File: config.mk
export PLATFORM = sky130hd
export DESIGN_NAME = alu_control_sequencer
export DESIGN_NICKNAME = d
export VERILOG_FILES = /design/src/rtl/alu_control_sequencer.sv
export SDC_FILE = /design/constraint.sdc
export NUM_CORES = 1
export LEC_CHECK = 0
export BUFFER_PORTS_ARGS = -buffer_cell sky130_fd_sc_hd__buf_4
export CORE_MARGIN = 1
export CORE_UTILIZATION = 45
export DETAILED_ROUTE_END_ITERATION = 16
export GPL_TIMING_DRIVEN = 0
export PLACE_DENSITY = 0.77
export SYNTH_ARGS = -nofsm -noshare
export SYNTH_HDL_FRONTEND = slang
export SYNTH_SLANG_ARGS = --single-unit
File: constraint.sdc
create_clock -name clk -period 1.65 [get_ports clk]
set_input_delay 0.33 -clock clk [delete_from_list [all_inputs] [get_ports clk]]
set_output_delay 0.33 -clock clk [all_outputs]
set_load 0.03 [all_outputs]
File: src/rtl/alu_control_sequencer.sv
// ALU control decoder with a counter-driven sequencer for multi-cycle mul/div operations.
// Produces a registered ALU control word plus stall, start and completion strobes.
module alu_control_sequencer #(
    parameter int unsigned ALU_CTRL_W = 4,
    parameter int unsigned MUL_LAT    = 4,
    parameter int unsigned DIV_LAT    = 32,
    parameter int unsigned CNT_W      = 6
) (
    input  logic                  clk,
    input  logic                  rst,
    input  logic                  valid_in,
    input  logic [1:0]            aluOp,
    input  logic [5:0]            func,
    input  logic                  flush,
    output logic [ALU_CTRL_W-1:0] alu_ctrl,
    output logic                  ctrl_valid,
    output logic                  md_start,
    output logic                  stall,
    output logic                  result_valid,
    output logic                  illegal
);

    localparam logic [ALU_CTRL_W-1:0] OpAdd = ALU_CTRL_W'(3'd0);
    localparam logic [ALU_CTRL_W-1:0] OpSub = ALU_CTRL_W'(3'd1);
    localparam logic [ALU_CTRL_W-1:0] OpMul = ALU_CTRL_W'(3'd2);
    localparam logic [ALU_CTRL_W-1:0] OpSlt = ALU_CTRL_W'(3'd3);
    localparam logic [ALU_CTRL_W-1:0] OpAnd = ALU_CTRL_W'(3'd4);
    localparam logic [ALU_CTRL_W-1:0] OpOr  = ALU_CTRL_W'(3'd5);
    localparam logic [ALU_CTRL_W-1:0] OpDiv = ALU_CTRL_W'(3'd6);

    // Counter starts at LAT-1 so MULTI lasts exactly LAT cycles.
    localparam logic [CNT_W-1:0] MulCnt = CNT_W'(MUL_LAT - 1);
    localparam logic [CNT_W-1:0] DivCnt = CNT_W'(DIV_LAT - 1);

    typedef enum logic [1:0] {
        StIdle  = 2'd0,
        StMulti = 2'd1,
        StDone  = 2'd2
    } state_e;

    state_e                  state_q, state_d;
    logic [CNT_W-1:0]        cnt_q, cnt_d;
    logic [ALU_CTRL_W-1:0]   alu_ctrl_q, alu_ctrl_d;
    logic                    ctrl_valid_q, ctrl_valid_d;
    logic                    md_start_q, md_start_d;
    logic                    illegal_q, illegal_d;

    logic [ALU_CTRL_W-1:0]   dec_code;
    logic                    dec_multi;
    logic                    dec_illegal;
    logic [CNT_W-1:0]        dec_cnt;
    logic                    accept;

    always_comb begin
        dec_code    = OpAdd;
        dec_multi   = 1'b0;
        dec_illegal = 1'b0;
        dec_cnt     = '0;
        unique case (aluOp)
            2'b00: dec_code = OpAdd;
            2'b01: dec_code = OpSub;
            2'b11: dec_code = OpOr;
            default: begin
                unique case (func)
                    6'h20: dec_code = OpAdd;
                    6'h22: dec_code = OpSub;
                    6'h24: dec_code = OpAnd;
                    6'h25: dec_code = OpOr;
                    6'h2A: dec_code = OpSlt;
                    6'h1C: begin
                        dec_code  = OpMul;
                        dec_multi = 1'b1;
                        dec_cnt   = MulCnt;
                    end
                    6'h1A: begin
                        dec_code  = OpDiv;
                        dec_multi = 1'b1;
                        dec_cnt   = DivCnt;
                    end
                    default: begin
                        dec_code    = OpAdd;
                        dec_illegal = 1'b1;
                    end
                endcase
            end
        endcase
    end

    // Upstream is stalled during MULTI, so any valid_in seen there is stale.
    assign accept = valid_in && !flush && (state_q != StMulti);

    always_comb begin
        state_d      = state_q;
        cnt_d        = cnt_q;
        alu_ctrl_d   = alu_ctrl_q;
        ctrl_valid_d = 1'b0;
        md_start_d   = 1'b0;
        illegal_d    = 1'b0;
        if (flush) begin
            state_d = StIdle;
            cnt_d   = '0;
        end else begin
            unique case (state_q)
                StMulti: begin
                    if (cnt_q == '0) begin
                        state_d = StDone;
                    end else begin
                        cnt_d = cnt_q - 1'b1;
                    end
                end
                default: begin
                    state_d = StIdle;
                    if (accept) begin
                        alu_ctrl_d   = dec_code;
                        ctrl_valid_d = 1'b1;
                        illegal_d    = dec_illegal;
                        if (dec_multi) begin
                            md_start_d = 1'b1;
                            state_d    = StMulti;
                            cnt_d      = dec_cnt;
                        end
                    end
                end
            endcase
        end
    end

    always_ff @(posedge clk or posedge rst) begin
        if (rst) begin
            state_q      <= StIdle;
            cnt_q        <= '0;
            alu_ctrl_q   <= OpAdd;
            ctrl_valid_q <= 1'b0;
            md_start_q   <= 1'b0;
            illegal_q    <= 1'b0;
        end else begin
            state_q      <= state_d;
            cnt_q        <= cnt_d;
            alu_ctrl_q   <= alu_ctrl_d;
            ctrl_valid_q <= ctrl_valid_d;
            md_start_q   <= md_start_d;
            illegal_q    <= illegal_d;
        end
    end

    assign alu_ctrl     = alu_ctrl_q;
    assign ctrl_valid   = ctrl_valid_q;
    assign md_start     = md_start_q;
    assign illegal      = illegal_q;
    assign stall        = (state_q == StMulti);
    assign result_valid = (state_q == StDone);

endmodule
==> flow_summary.yaml, run 1 <==
synth:
  synth.cell_area_sq_um: 811
  yosys-top-cells-area: "dfrtp_1 (43%), nor2_1 (4.6%), a31oi_1 (3.9%), nand3_1 (3.7%), o22a_1 (3.2%)"
  synth_top_family_by_area: "simple AND/OR/NAND/NOR gates"
  netlist.area_leader.share_pct: 43.2
  yosys.area_share.adder_pct: 3.09
  synth_simple_gate_area_share_pct: 24.2
  synthArstFlopShare_pct: 100
  synthFlopType: "dfrtp_1"
  netlist_instances: 90
  syn_area_per_cell_sq_um: 9.01
  yosysWarnings: 0
  syn-num-nets: 104
  synth_top_area_cell: "dfrtp_1"
  ys_seq_elements: 14
  synth_edf_count: 0
  ys_types: 35
  synth_compound_area_share_pct: 22.4
  seq_area_frac_synth_pct: 43.2
  synthXorXnorAreaFrac_pct: 1.08
  muxShareOfSynthArea_pct: 1.23
floorplan:
  row_count: 14
  floorplan.initialDensity_pct: 50.9
  core_area_sq_um: 1590
  die_w_um: 44.4
  io_pins: 21
  die_h_um: 44.4
  dieArea_sq_um: 1980
timing:
  hold_viol: 0
  finalSetupTns_ns: -0.0542
  period_share_pct: 102
  worst_pin_slew_ns: 0.522
  drv_slew: 0
  setup_ws_ns: -0.0330
  layout_min_cycle_time_ns: 1.68
  slew_headroom_pct: 65.2
  setup_viol: 2
  max_freq_mhz: 594
  holdWs_ns: 0.0665
  skew_ns: 0.00873
  rsz0062_at_grt: "true"
worst_setup_path:
  worstSetupPathType: "register to register"
  rr_endpoint: "cnt_q[5]$_DFFE_PP0P_"
  reg2reg_slack_ns: -0.03
  r2r_start: "cnt_q[0]$_DFFE_PP0P_"
  crit_path_max_fanout: 3
  ff2ff_path_depth: 4
  required_ns: 1.88
  start_kind: "register"
  crit_path_end_kind: "register"
  arrival_ns: 1.91
routing:
  routed_wl_um: 1780
  drc: 0
  dr.pass1.iters: 4
  via_count: 773
  viasPerCell: 5.52
  wl_per_cell_um: 12.7
  drt-initial-drc-count: 19
  detail-route-antenna-nets: 0
global_route:
  grt_pass1_wl_um: 2930
  grt_usage_pct: 20.0
  grt_pass1_vias: 726
  grt_start_max_net_pins: 15
  grt-ovfl-total: 0
  antenna_found_initial: 0
clocking:
  ctsHtreeMaxLevel: 1
  cts.sinks: 14
  clkTransAtPathRegs_ns: 0.09
  clk_latency_ns: 0.29
  tritoncts: "yes"
  clockRootBuffer: "clkbuf_4"
  cts_hold_buffers: 0
  clockBufferDepth: 2
  cts_buffers: 3
status:
  violations: "setup timing"
  status: "finished, violations left"
cells_and_area:
  final_util_pct: 66.3
  areaGrowthSynthToFinish_pct: 30.4
  final_common_cell: "buf_4"
  fill_cells: 137
  ff_latch_area_sq_um: 350
  drive_gt1_share_pct: 29.3
  final_nets: 131
  diodes: 0
  multi_input_area_sq_um: 437
  mostFrequentLayoutCells: "buf_4 (22), dfrtp_1 (14), nor2_1 (9)"
place:
  dp_hpwl_um: 1290
  io_buffers: 18
  gp_congestion: 0.716
pwr:
  ir_worst_vdd_uv: 414
  cellLeakagePower_nw: 0.507
  power_density_nw_per_um2: 946
run:
  maxCapViolCount: 0
hold_path:
  worstHoldPathType: "primary input to async pin"
==> critical path, cell delays in order (launching register included) <==
cell and delay (ns):
dfrtp_1 0.41, or3_1 0.38, or3_1 0.32, or4_1 0.40, o21ai_1 0.12
==> state kept, by name (all words and copies together) (netlist names) <==
name / cells
md_start: 1
state_q: 2
cnt_q: 6
illegal: 1
ctrl_valid: 1
alu_ctrl: 3
==> how the worst max path moves through the flow <==
stage	cells after the start	slack, ns	to	from
after floorplan	4	0.02	cnt_q[5]$_DFFE_PP0P_	cnt_q[1]$_DFFE_PP0P_
after detailed placement	6	-0.11	cnt_q[1]$_DFFE_PP0P_	state_q[1]$_DFFE_PP0P_
after global routing	4	-0.09	cnt_q[5]$_DFFE_PP0P_	cnt_q[0]$_DFFE_PP0P_
after CTS	4	-0.03	cnt_q[5]$_DFFE_PP0P_	cnt_q[0]$_DFFE_PP0P_
final	4	-0.03	cnt_q[5]$_DFFE_PP0P_	cnt_q[0]$_DFFE_PP0P_
after global placement	6	-0.11	cnt_q[1]$_DFFE_PP0P_	state_q[1]$_DFFE_PP0P_
==> power breakdown <==
| part | internal (mW) | switching, mW | total (mW) |
|---|---|---|---|
| combinational | 0.146 | 0.187 | 0.334 |
| clock | 0.135 | 0.118 | 0.252 |
| sequential | 0.383 | 0.0317 | 0.414 |
==> through the flow <==
stage	instance area [sq um]	power, mW	std cells	worst slack [ns]
final	1060	1.00	140	-0.0330
after global routing	1060	1.05	140	-0.0881
after CTS	1050	0.983	140	-0.0293
after detailed placement	976	0.708	132	-0.113
after global placement	976	0.700	132	-0.109
after floorplan	811	0.621	90	0.0201
==> kinds of logic after synthesis <==
| logic type | after synthesis |
|---|---|
| xor+xnor | 1 |
| fa+ha+maj | 2 |
| compound gates | 25 |
| other cells | 1 |
| flops | 14 |
| mux | 1 |
| buf+inv | 8 |
| simple gates | 38 |
==> cell type report <==
class | instances | area share (%)
Sequential cell | 14 | 33.1
Buffer | 3 | 1.54
Clock buffer | 4 | 3.43
Inverter | 5 | 1.78
Tap cell | 24 | 2.84
Timing Repair Buffer | 22 | 16.0
Multi-Input combinational cell | 68 | 41.3
==> cells in the mapped netlist (all sizes together) (2+ instances only) <==
cell,n
dfrtp,14
nor2,10
nand2,6
nand3,6
a31oi,5
inv,5
o21ai,5
nor2b,4
a211oi,3
a21oi,3
nand2b,3
o22a,3
buf,2
ha,2
nor3,2
or3,2
==> layer usage <==
layer | wire length [um] | GRT usage (%) | part of all wire [%]
met5 | 0 | 0 | 0
met4 | 25 | 9.70 | 1.4
met3 | 70 | 2.45 | 3.9
met2 | 916 | 34.1 | 51
met1 | 771 | 25.0 | 43
==> timing repair <==
action                                 in CTS  in global routing
pin swaps                                   2                  0
setup endpoints to repair                   5                  7
buffers inserted                            4                  0
resized for setup                           2                  3
endpoints found under the hold margin       0                  0
Note: power is estimated with default switching activity, not from simulation.
==> inputs of run 2 (changes only) <==
ABC_AREA = 1   (was unset)
CORE_UTILIZATION = 48   (was 45)
PLACE_DENSITY = 0.79   (was 0.77)
==> run 2 against run 1 <==
- the flow now finishes without violations
- synthesized cell count is 52% higher
- area after synthesis increased by 22%
- global-route usage down 0.24 points
- critical endpoint is now stall
- largest power group unchanged
==> flow_summary.yaml, run 2 <==
synth:
  synthArstFlopShare_pct: 100
  ys_seq_elements: 14
  yosysWarnings: 0
  ys_top_cells_by_count: "nand2_1 (37), inv_1 (17), nand3_1 (16)"
  syn-num-nets: 151
  netlist.area_leader.share_pct: 35.5
  netlist_instances: 137
  synthXorXnorAreaFrac_pct: 0
  synth_edf_count: 0
  synth_compound_area_share_pct: 7.99
  synth.cell_area_sq_um: 986
  yosysMostFrequentCell: "nand2_1"
  yosys.area_share.adder_pct: 2.54
  syn_area_per_cell_sq_um: 7.20
  synth_simple_gate_area_share_pct: 43.3
  synthFlopType: "dfrtp_1"
  synth_top_family_by_area: "simple AND/OR/NAND/NOR gates"
  yosys-top-cells-area: "dfrtp_1 (36%), nand2_1 (14%), nand3_1 (8.1%), inv_1 (6.5%), nor2_1 (3.8%)"
  muxShareOfSynthArea_pct: 0
  ys_types: 26
  synth_top_area_cell: "dfrtp_1"
  seq_area_frac_synth_pct: 35.5
worst_setup_path:
  r2r_start: "cnt_q[0]$_DFFE_PP0P_"
  crit_path_max_fanout: 7
  required_ns: 1.32
  cp-startpoint: "state_q[1]$_DFFE_PP0P_"
  worstSetupPathType: "register to output port"
  crit_path_end_kind: "output port"
  crit_path_end: "stall"
  start_kind: "register"
  reg2reg_slack_ns: 0.17
  rr_endpoint: "cnt_q[0]$_DFFE_PP0P_"
  ff2ff_path_depth: 9
  arrival_ns: 1.22
cells_and_area:
  final_nets: 175
  multi_input_area_sq_um: 534
  top_register: "cnt_q"
  drive_gt1_share_pct: 30.0
  diodes: 0
  areaGrowthSynthToFinish_pct: 21.6
  largest_reg_flops: 6
  final_common_cell: "nand2_1"
  ff_latch_area_sq_um: 350
  mostFrequentLayoutCells: "nand2_1 (37), buf_4 (20), inv_1 (16), nand3_1 (16), dfrtp_1 (14)"
  fill_cells: 179
pwr:
  switching_share_pct: 27.5
  p_clk_share_pct: 33.9
  cellLeakagePower_nw: 0.680
  p_seq_share_pct: 48.1
  ir_worst_vdd_uv: 418
  combinationalPowerShare_pct: 18.0
  power.internal_uw: 538
  power.switching_uw: 204
  power_density_nw_per_um2: 619
timing:
  skew_ns: 0.00472
  max_freq_mhz: 645
  setup_ws_ns: 0.0997
  period_share_pct: 94.0
  hold_viol: 0
  worst_pin_slew_ns: 0.528
  finalSetupTns_ns: 0
  drv_slew: 0
  rsz0062_at_grt: "false"
  holdWs_ns: 0.0774
  setup_viol: 0
  slew_headroom_pct: 64.8
  layout_min_cycle_time_ns: 1.55
clocking:
  cts_hold_buffers: 0
  cts_resized: 0
  clk_latency_ns: 0.28
  cts.sinks: 14
  tritoncts: "yes"
  clockRootBuffer: "clkbuf_4"
  clockBufferDepth: 2
  post_cts_buffers: 0
  cts_buffers: 3
  ctsHtreeMaxLevel: 1
  clkTransAtPathRegs_ns: 0.09
global_route:
  grt_start_max_net_pins: 15
  grt_usage_pct: 19.8
  grt_pass1_wl_um: 3110
  grt-ovfl-total: 0
  grt_pass1_vias: 783
  antenna_found_initial: 0
routing:
  dr.pass1.iters: 4
  drc: 0
  viasPerCell: 4.98
  via_count: 932
  wl_per_cell_um: 10.5
  routed_wl_um: 1970
  drt-initial-drc-count: 32
  detail-route-antenna-nets: 0
place:
  io_buffers: 19
  dp_hpwl_um: 1530
  gp_congestion: 0.932
  preCtsSetupSlack_ns: 0.116
floorplan:
  io_pins: 21
  floorplan.initialDensity_pct: 50.8
  dieArea_sq_um: 2240
  die_w_um: 47.3
  core_area_sq_um: 1940
  die_h_um: 47.3
  row_count: 16
status:
  status: "finished clean"
hold_path:
  worstHoldPathType: "primary input to async pin"
run:
  maxCapViolCount: 0
[run 2: area by class of cell]
type	instances	share of cell area, %
plain buffers	1	0.626
inverters	25	7.83
flip-flops and latches	14	29.2
well taps	27	2.82
clock buffers	4	3.03
multi-input cells	97	44.6
repair buffers	19	11.9
[run 2: worst min path at each step]
stage,slack (ns),to,start
detailed placement,0.41,ctrl_valid$_DFF_PP0_,rst
global placement,0.40,ctrl_valid$_DFF_PP0_,rst
global route,0.15,cnt_q[2]$_DFFE_PP0P_,rst
finish,0.08,cnt_q[2]$_DFFE_PP0P_,rst
CTS,0.10,cnt_q[0]$_DFFE_PP0P_,rst
floorplan,0.22,alu_ctrl[0]$_DFFE_PP0P_,rst
[run 2: logic make-up (layout without fill, tap and decap cells)]
family / count (synthesis) / after routing
AOI/OAI and AO/OA: 12 / 12
other: 1 / 1
adders and majority gates: 2 / 2
DFF: 14 / 14
buffers and inverters: 26 / 49
and+or+nand+nor: 82 / 82
[run 2: per-layer routing]
layer	global-route usage (%)	vias to the layer above	wire [um]	share of wire, %
li1	-	479	-	-
met1	24.8	428	900	46
met2	33.2	21	961	49
met3	1.54	4	60	3.0
met4	11.4	0	47	2.4
met5	0	-	0	0
[run 2: power by group through the flow]
stage	clock (mW)	combinational, mW	sequential, mW
3_5_place_dp	0	0.135	0.363
2_1_floorplan	0	0.0634	0.380
3_3_place_gp	0	0.131	0.363
6_report	0.251	0.134	0.357
5_1_grt	0.267	0.148	0.358
4_1_cts	0.257	0.135	0.357
[run 2: metrics by stage]
step	power, mW	instance area, sq um	util (%)	instances
floorplan	0.443	986	-	137
CTS	0.749	1200	61.7	187
global route	0.773	1200	61.7	187
detailed placement	0.498	1160	59.9	183
finish	0.742	1200	61.7	187
global placement	0.494	1160	59.9	183
[run 2: worst max-delay path: stages, from the launching register on]
cell	delay, ns
dfrtp_1	0.38
inv_2	0.07
nand2_4	0.08
inv_1	0.20
buf_4	0.21
